===== config.mk =====
export PLATFORM = sky130hd
export DESIGN_NAME = ps2_host_tx
export DESIGN_NICKNAME = d
export VERILOG_FILES = /design/src/rtl/ps2_host_tx.sv
export SDC_FILE = /design/constraint.sdc
export NUM_CORES = 1
export LEC_CHECK = 0
export ABC_AREA = 1
export CAP_MARGIN = 15
export CORE_ASPECT_RATIO = 2
export CORE_MARGIN = 10
export CORE_UTILIZATION = 54
export DETAILED_ROUTE_END_ITERATION = 16
export GPL_TIMING_DRIVEN = 0
export HOLD_SLACK_MARGIN = 0.12
export MAX_ROUTING_LAYER = met4
export PLACE_DENSITY_LB_ADDON = 0.12
export SLEW_MARGIN = 20
export SYNTH_ARGS = -nofsm -noshare
export SYNTH_HDL_FRONTEND = slang
export SYNTH_SLANG_ARGS = --single-unit

===== constraint.sdc =====
create_clock -name CLOCK_50 -period 1.5 [get_ports CLOCK_50]
set_input_delay 0.3 -clock CLOCK_50 [delete_from_list [all_inputs] [get_ports CLOCK_50]]
set_output_delay 0.3 -clock CLOCK_50 [all_outputs]
set_load 0.02 [all_outputs]

===== src/rtl/ps2_host_tx.sv =====
// PS/2 host-to-device transmitter: inhibits the bus, issues a request-to-send,
// then shifts a command byte out on device-generated clocks and checks the ACK.
module ps2_host_tx #(
  parameter int INHIBIT_CYCLES = 5000,
  parameter int TIMEOUT_CYCLES = 750000
) (
  input  logic       CLOCK_50,
  input  logic       reset_n,
  input  logic [7:0] tx_data,
  input  logic       tx_valid,
  output logic       tx_ready,
  output logic       tx_done,
  output logic       tx_error,
  output logic       tx_busy,
  input  logic       PS2_CLK,
  input  logic       PS2_DAT,
  output logic       ps2_clk_oe,
  output logic       ps2_dat_oe
);

  localparam int INH_W = $clog2(INHIBIT_CYCLES + 1);
  localparam int TO_W  = $clog2(TIMEOUT_CYCLES + 1);
  localparam logic [INH_W-1:0] INH_LAST = INH_W'(INHIBIT_CYCLES - 1);
  localparam logic [TO_W-1:0]  TO_LAST  = TO_W'(TIMEOUT_CYCLES - 1);

  typedef enum logic [2:0] {
    ST_IDLE      = 3'd0,
    ST_INHIBIT   = 3'd1,
    ST_REQUEST   = 3'd2,
    ST_BITS      = 3'd3,
    ST_WAIT_IDLE = 3'd4
  } state_t;

  // Odd parity bit for the frame: makes the total count of ones odd.
  function automatic logic odd_parity(input logic [7:0] d);
    return ~^d;
  endfunction

  state_t           state_r, state_nxt;
  logic [7:0]       data_r, data_nxt;
  logic             parity_r, parity_nxt;
  logic [INH_W-1:0] inh_cnt_r, inh_cnt_nxt;
  logic [3:0]       edge_cnt_r, edge_cnt_nxt;
  logic [TO_W-1:0]  to_cnt_r, to_cnt_nxt;
  logic             clk_s1_r, clk_s2_r, dat_s1_r, dat_s2_r;
  logic             clk_oe_r, clk_oe_nxt, dat_oe_r, dat_oe_nxt;
  logic             ready_r, ready_nxt, busy_r, busy_nxt;
  logic             done_r, done_nxt, error_r, error_nxt;
  logic             clk_fall_s;
  logic [3:0]       edge_num_s;

  assign clk_fall_s = clk_s2_r & ~clk_s1_r;
  assign edge_num_s = edge_cnt_r + 4'd1;

  assign tx_ready   = ready_r;
  assign tx_busy    = busy_r;
  assign tx_done    = done_r;
  assign tx_error   = error_r;
  assign ps2_clk_oe = clk_oe_r;
  assign ps2_dat_oe = dat_oe_r;

  // Two-flop synchronizers for the raw pad levels; idle bus reads as high.
  always_ff @(posedge CLOCK_50 or negedge reset_n) begin
    if (!reset_n) begin
      clk_s1_r <= 1'b1;
      clk_s2_r <= 1'b1;
      dat_s1_r <= 1'b1;
      dat_s2_r <= 1'b1;
    end else begin
      clk_s1_r <= PS2_CLK;
      clk_s2_r <= clk_s1_r;
      dat_s1_r <= PS2_DAT;
      dat_s2_r <= dat_s1_r;
    end
  end

  // State, datapath and registered outputs.
  always_ff @(posedge CLOCK_50 or negedge reset_n) begin
    if (!reset_n) begin
      state_r    <= ST_IDLE;
      data_r     <= 8'h00;
      parity_r   <= 1'b0;
      inh_cnt_r  <= '0;
      edge_cnt_r <= 4'd0;
      to_cnt_r   <= '0;
      clk_oe_r   <= 1'b0;
      dat_oe_r   <= 1'b0;
      ready_r    <= 1'b1;
      busy_r     <= 1'b0;
      done_r     <= 1'b0;
      error_r    <= 1'b0;
    end else begin
      state_r    <= state_nxt;
      data_r     <= data_nxt;
      parity_r   <= parity_nxt;
      inh_cnt_r  <= inh_cnt_nxt;
      edge_cnt_r <= edge_cnt_nxt;
      to_cnt_r   <= to_cnt_nxt;
      clk_oe_r   <= clk_oe_nxt;
      dat_oe_r   <= dat_oe_nxt;
      ready_r    <= ready_nxt;
      busy_r     <= busy_nxt;
      done_r     <= done_nxt;
      error_r    <= error_nxt;
    end
  end

  // Next-state logic; output values are computed for the state being entered.
  always_comb begin
    state_nxt    = state_r;
    data_nxt     = data_r;
    parity_nxt   = parity_r;
    inh_cnt_nxt  = inh_cnt_r;
    edge_cnt_nxt = edge_cnt_r;
    to_cnt_nxt   = to_cnt_r;
    dat_oe_nxt   = 1'b0;
    done_nxt     = 1'b0;
    error_nxt    = 1'b0;
    case (state_r)
      ST_IDLE: begin
        if (tx_valid && ready_r) begin
          data_nxt    = tx_data;
          parity_nxt  = odd_parity(tx_data);
          inh_cnt_nxt = '0;
          state_nxt   = ST_INHIBIT;
        end else begin
          state_nxt = ST_IDLE;
        end
      end
      ST_INHIBIT: begin
        if (inh_cnt_r == INH_LAST) begin
          inh_cnt_nxt = '0;
          dat_oe_nxt  = 1'b1;
          state_nxt   = ST_REQUEST;
        end else begin
          inh_cnt_nxt = inh_cnt_r + {{(INH_W-1){1'b0}}, 1'b1};
        end
      end
      ST_REQUEST: begin
        // Start bit stays driven until the first device falling edge.
        dat_oe_nxt   = 1'b1;
        edge_cnt_nxt = 4'd0;
        to_cnt_nxt   = '0;
        state_nxt    = ST_BITS;
      end
      ST_BITS: begin
        dat_oe_nxt = dat_oe_r;
        if (to_cnt_r == TO_LAST) begin
          dat_oe_nxt = 1'b0;
          error_nxt  = 1'b1;
          state_nxt  = ST_IDLE;
        end else begin
          to_cnt_nxt = to_cnt_r + {{(TO_W-1){1'b0}}, 1'b1};
          if (clk_fall_s) begin
            edge_cnt_nxt = edge_num_s;
            case (edge_num_s)
              4'd1, 4'd2, 4'd3, 4'd4,
              4'd5, 4'd6, 4'd7, 4'd8: dat_oe_nxt = ~data_r[edge_cnt_r[2:0]];
              4'd9:  dat_oe_nxt = ~parity_r;
              4'd10: dat_oe_nxt = 1'b0;
              4'd11: begin
                dat_oe_nxt = 1'b0;
                if (!dat_s2_r) begin
                  state_nxt = ST_WAIT_IDLE;
                end else begin
                  error_nxt = 1'b1;
                  state_nxt = ST_IDLE;
                end
              end
              default: dat_oe_nxt = 1'b0;
            endcase
          end else begin
            edge_cnt_nxt = edge_cnt_r;
          end
        end
      end
      ST_WAIT_IDLE: begin
        if (to_cnt_r == TO_LAST) begin
          error_nxt = 1'b1;
          state_nxt = ST_IDLE;
        end else if (clk_s2_r && dat_s2_r) begin
          done_nxt  = 1'b1;
          state_nxt = ST_IDLE;
        end else begin
          to_cnt_nxt = to_cnt_r + {{(TO_W-1){1'b0}}, 1'b1};
        end
      end
      default: begin
        state_nxt = ST_IDLE;
      end
    endcase
    clk_oe_nxt = (state_nxt == ST_INHIBIT) || (state_nxt == ST_REQUEST);
    busy_nxt   = (state_nxt != ST_IDLE);
    // Ready reappears one cycle after a done/error pulse.
    ready_nxt  = (state_nxt == ST_IDLE) && !done_nxt && !error_nxt;
  end

endmodule


# Word-level counts from Yosys, hierarchy flattened
# Index checks and enable logic that the tools add are counted.
# op_classes
n_reduce_logical	19
n_addsub	3
eq_ne	24
n_lt_le_gt_ge	1
n_bitwise	4
n_mux	35
# ops
operator	count
2-to-1 mux 20 bit	3
case mux 20 bit (3 select lines)	1
2-to-1 mux 13 bit	2
case mux 13 bit (2 select lines)	1
2-to-1 mux 3 bit	7
adder 20 x 1 -> 20 bit, second input constant	1
== test 20 bit, second input constant	1
== test 4 x 3 -> 1 bit, second input constant	4
case mux 3 bit (5 select lines)	1
adder 13 x 1 -> 13 bit, second input constant	1
== test 13 bit, second input constant	1
2-to-1 mux 1 bit	13
== test 4 bit, second input constant	3
inequality test 2 bit, second input constant	5
== test 3 x 2 -> 1 bit, second input constant	3
== test 4 x 2 -> 1 bit, second input constant	2
2-to-1 mux 4 bit	2
case mux 4 bit (2 select lines)	1
OR reduction 8 bit	1
XNOR reduction 8 bit	1
== test 3 x 1 -> 1 bit, second input constant	2
zero test 3 bit	2
nonzero test 3 bit	2
adder 4 x 1 -> 4 bit, second input constant	1
other kinds (16)	25
# totals
wordCells	102
regBits	59

# Depth between registers and ports, before layout
# depth
ltp_word	9
depth_mapped	14

# Least setup slack after synthesis
# No wires, ideal clock.
# synth_timing
path_type	register to register
from	register to_cnt_r[0]
to	register to_cnt_r[3]
setup_time_ps	119
path_stages_with_launch	9
synth_period_minus_slack_ps	1608
setup_slack_ps	-108
path_buffers	1
arrival_ps	1489
cell_sequence	dfrtp_1 > ha_1 > nand3_1 > nor2_2 > nand4_2 > nand2_2 > buf_6 > nor2_1 > o21a_1
# synth_via
elab_chain_cells	4
elab_cells_between_ends	9
cone_classes	1 x add/sub; 3 x eq/ne; 4 x mux; 1 x reduce/logical
# synth_lines
element	line	rtl
start: declaration	44	logic [TO_W-1:0] to_cnt_r, to_cnt_nxt;
start signal: assignment	98	to_cnt_r <= to_cnt_nxt;
adder 20 x 1 -> 20 bit	153, 185	
2-to-1 mux 20 bit	181	end else if (clk_s2_r && dat_s2_r) begin
2-to-1 mux 20 bit	178	if (to_cnt_r == TO_LAST) begin
case mux 20 bit (3 select lines)	119	case (state_r)
# Parallel ways exist; a longest one is shown, timed or not. The select of a mux whose other input is x is not followed.
# A chain may end at the register's enable or synchronous reset.

# Final worst setup path
# layout_timing
from	register to_cnt_r[5]
to	register busy_r, in the netlist tx_busy
# layout_via
elab_chain_cells	4
elab_cells_between_ends	5
cone_classes	1 x eq/ne; 3 x mux; 1 x reduce/logical
# layout_lines
element	line	rtl
== test 20 bit (*)	148, 178	
2-to-1 mux 3 bit (on tied branches)	178, 148	
case mux 3 bit (5 select lines) (*)	119	
named net state_nxt[2]	39	state_t state_r, state_nxt;
nonzero test 3 bit (*)	193	busy_nxt = (state_nxt != ST_IDLE);
named net busy_nxt	47	logic ready_r, ready_nxt, busy_r, busy_nxt;
end signal: assignment	102	busy_r <= busy_nxt;
end: declaration	47	
# Mark *: on every way through the listed nets, which the timed path passes. The rest lies on a longest branch.

==> flow_summary.toml <==
[synthesis]
avgSynthCellArea_um2 = 7.901
ys_warn_count = 0
synth_area_leaders = "dfrtp_1 40%, nand2_1 9.8%, inv_1 5.4%"
synth_cells = 432
syn_area_um2 = 3413
synth-edff-count = 0
synth_seq_cells = 59
ys_async_sr_fraction_pct = 100.0
yosysSeqAreaShare_pct = 43.44
yosys.area.top_type = "dfrtp_1"
ys.flop_type = "dfrtp_1"
ys_types = 40
syn_nets = 452
yosys.area.top_type_share_pct = 39.59

[placement]
dp.cells = 536
io_buffers = 18
post_dp_cell_area_um2 = 3742
dpl.hpwl_um = 5825
gp_congestion = 0.9895
place_ws_ns = -0.3694

[power_and_ir_drop]
power.leakage_nw = 2.029
power.density_nw_per_um2 = 852.4
vdd_drop_max_mv = 0.8978

[grt]
grt_max_degree = 60
antenna_found_initial = 0
grt.total_usage_pct = 17.95
globalRouteOverflowTotal = 0
grt_pass1_vias = 3157
grt_pass1_wl_um = 14520

[sta]
final-setup-viol-count = 30
slew_headroom_pct = 50.88
tightest_slew_ns = 0.7368
period_minus_slack_ns = 1.755
fin_skew_ns = 0.005054
period_share_pct = 117.0
worst_slack_ns = -0.2554
max_freq_ghz = 0.5697
final_max_slew_viol_count = 0
hold_violations = 0
grt_setup_unrepaired = "true"
setup-tns-final_ns = -4.672

[die]
num_rows = 41
dieHeight_um = 132.4
die-width_um = 76.22
start_util_pct = 54.99
dieArea_um2 = 10090
core_um2 = 6207
pin_count = 19

[clock_network]
cts_htree_levels = 3
clock_sinks = 59
cts_made_buffers = 9
cts-root-buf = "clkbuf_16"
clockBufferDepth = 2
worstSkewPairLatency_ns = 0.33
clkTransAtPathRegs_ns = 0.05
cts_tree = "built"

[setup_path]
arrival_ns = 1.97
required_ns = 1.72
startpoint_type = "register"
critPathKind = "register to register"
worstSetupEndpointType = "register"
path_max_fanout = 4
path_cells = "inv_2 -> nor4_4 -> nand3_1 -> a21boi_2 -> or2_1"
critPathMaxStageDelay_ns = 0.43
worst-path-buf-inv = 1
r2r_end = "tx_busy"
critical-path-slowest-cell = "dfrtp_1"
r2r_start = "to_cnt_r[5]"
ff2ff_path_depth = 5
crit_family = "simple AND/OR/NAND/NOR gates"
r2r_slack_ns = -0.26

[layout]
area_growth_pct = 35.45
final_nets = 514
finalInstanceArea_um2 = 4623
layout-drive-gt1-share_pct = 31.26
layoutNonFillerInstCount = 585
diodes = 0

[outcome]
violations = "negative setup slack"
status = "finished with violations"

[hold_path]
min_path_cells = 0
min_from = "dat_s1_r"
hold_class = "register to register"
hold_end = "dat_s2_r"

[routing]
wl_per_cell_um = 16.46
drt-pass1-iter-count = 5
vias = 3354
routed_wl_um = 9631
drc = 0
via_per_inst = 5.733
drtIter0Drc = 460
ant_nets = 0

[flow_run]
maxCapViolations = 0
==> cells in the mapped netlist (2+ instances only) <==
library cell	count
dfstp_2	5
o21ai_1	13
o211ai_1	3
inv_2	8
o31ai_1	5
dfrtp_1	54
nand3_1	35
ha_1	7
xor2_1	14
xnor2_1	6
buf_6	3
nand2_2	5
nor2_4	2
nor2_2	2
nand2_1	89
o21ai_0	15
buf_4	2
nor2_1	45
o22ai_1	4
nor3_1	17
nand4_1	20
inv_1	49
mux2_2	2
a21oi_1	11
==> placed cells by master (no fill, tap or decap), types with 3 or more instances in the layout <==
master	count
dfstp_2	5
xor2_1	14
nand2_4	3
nor2_4	5
clkinv_2	3
inv_2	16
nand4_1	20
o21ai_0	13
nand2_1	84
dlygate4sd2_1	5
nor3_1	10
buf_4	32
o31ai_1	3
ha_4	4
o21ai_1	10
nor2_1	32
nand2_2	8
buf_6	3
xnor2_1	6
clkdlybuf4s50_1	11
o21ai_2	6
o22ai_1	4
clkbuf_16	11
dfrtp_2	9
o211ai_1	3
nor2_2	12
dfrtp_1	45
nand3_1	24
nand3_2	10
inv_1	39
a21oi_1	11
nor3_2	6
==> worst max path at each step <==
stage	start	endpoint	slack (ns)	cells past startpoint
6_report	to_cnt_r[5]	tx_busy	-0.26	5
5_1_grt	to_cnt_r[5]	tx_busy	-0.32	6
4_1_cts	edge_cnt_r[0]	tx_busy	-0.08	9
3_5_place_dp	tx_valid	inh_cnt_r[9]	-0.37	8
3_3_place_gp	reset_n	inh_cnt_r[3]	-1.66	1
2_1_floorplan	to_cnt_r[0]	to_cnt_r[3]	0.002	8
==> final cells by class <==
class                           count  area, µm²
Buffer                              8      81.33
Clock buffer                       11      252.7
Multi-Input combinational cell    307       1927
Inverter                           58      227.7
Sequential cell                    59       1494
Tap cell                           86      107.6
Fill cell                         417       1584
Clock inverter                      5      75.07
Timing Repair Buffer               51      457.9
==> what timing repair did <==
| item | CTS | global route |
|---|---|---|
| hold endpoints to repair | 54 | 0 |
| buffers inserted | 21 | 8 |
| hold buffers | 1 | 0 |
| cloned | 0 | 3 |
| setup endpoints to repair | 39 | 39 |
| gates resized for setup | 36 | 55 |
| pin swaps | 9 | 19 |
==> registers in the layout, indices dropped and copies added, names as in the netlist <==
name / count
clk_s1_r: 1
clk_s2_r: 1
dat_s1_r: 1
dat_s2_r: 1
data_r: 8
edge_cnt_r: 4
inh_cnt_r: 13
parity_r: 1
ps2_clk_oe: 1
ps2_dat_oe: 1
state_r: 3
to_cnt_r: 20
tx_busy: 1
tx_done: 1
tx_error: 1
tx_ready: 1
==> layer usage <==
| layer | part of all wire (%) | track usage (%) |
|---|---|---|
| met3 | 6.7 | 3.935 |
| met1 | 40 | 21.57 |
| met5 | 0 | - |
| met4 | 5.3 | 9.563 |
| met2 | 48 | 27.47 |
==> power by group <==
| group | switching, W | total (W) | internal, W |
|---|---|---|---|
| Combinational | 0.0000548 | 0.000104 | 0.0000494 |
| Clock | 0.000697 | 0.00223 | 0.00153 |
| Sequential | 0.00000313 | 0.00161 | 0.00160 |
==> through the flow <==
stage          power [W]  hold slack, ns  util, %
5_1_grt         0.004071          0.3633    74.48
3_3_place_gp    0.001736          0.3469    60.33
6_report        0.003941          0.3604    74.48
3_5_place_dp    0.001738          0.3512    60.29
4_1_cts         0.003984          0.3610    69.56
2_1_floorplan   0.001666        0.004409        -
==> logic make-up after synthesis <==
logic type,count (synthesis),synth area share [%]
multiplexers,2,0.6598
flip-flops,59,43.44
AO/OA/AOI/OAI,56,9.421
buffers and inverters,66,8.174
AND/OR/NAND/NOR,222,30.61
XOR/XNOR,20,5.132
adder cells (fa/ha/maj),7,2.566
Note: power is estimated with default switching activity, not from simulation.
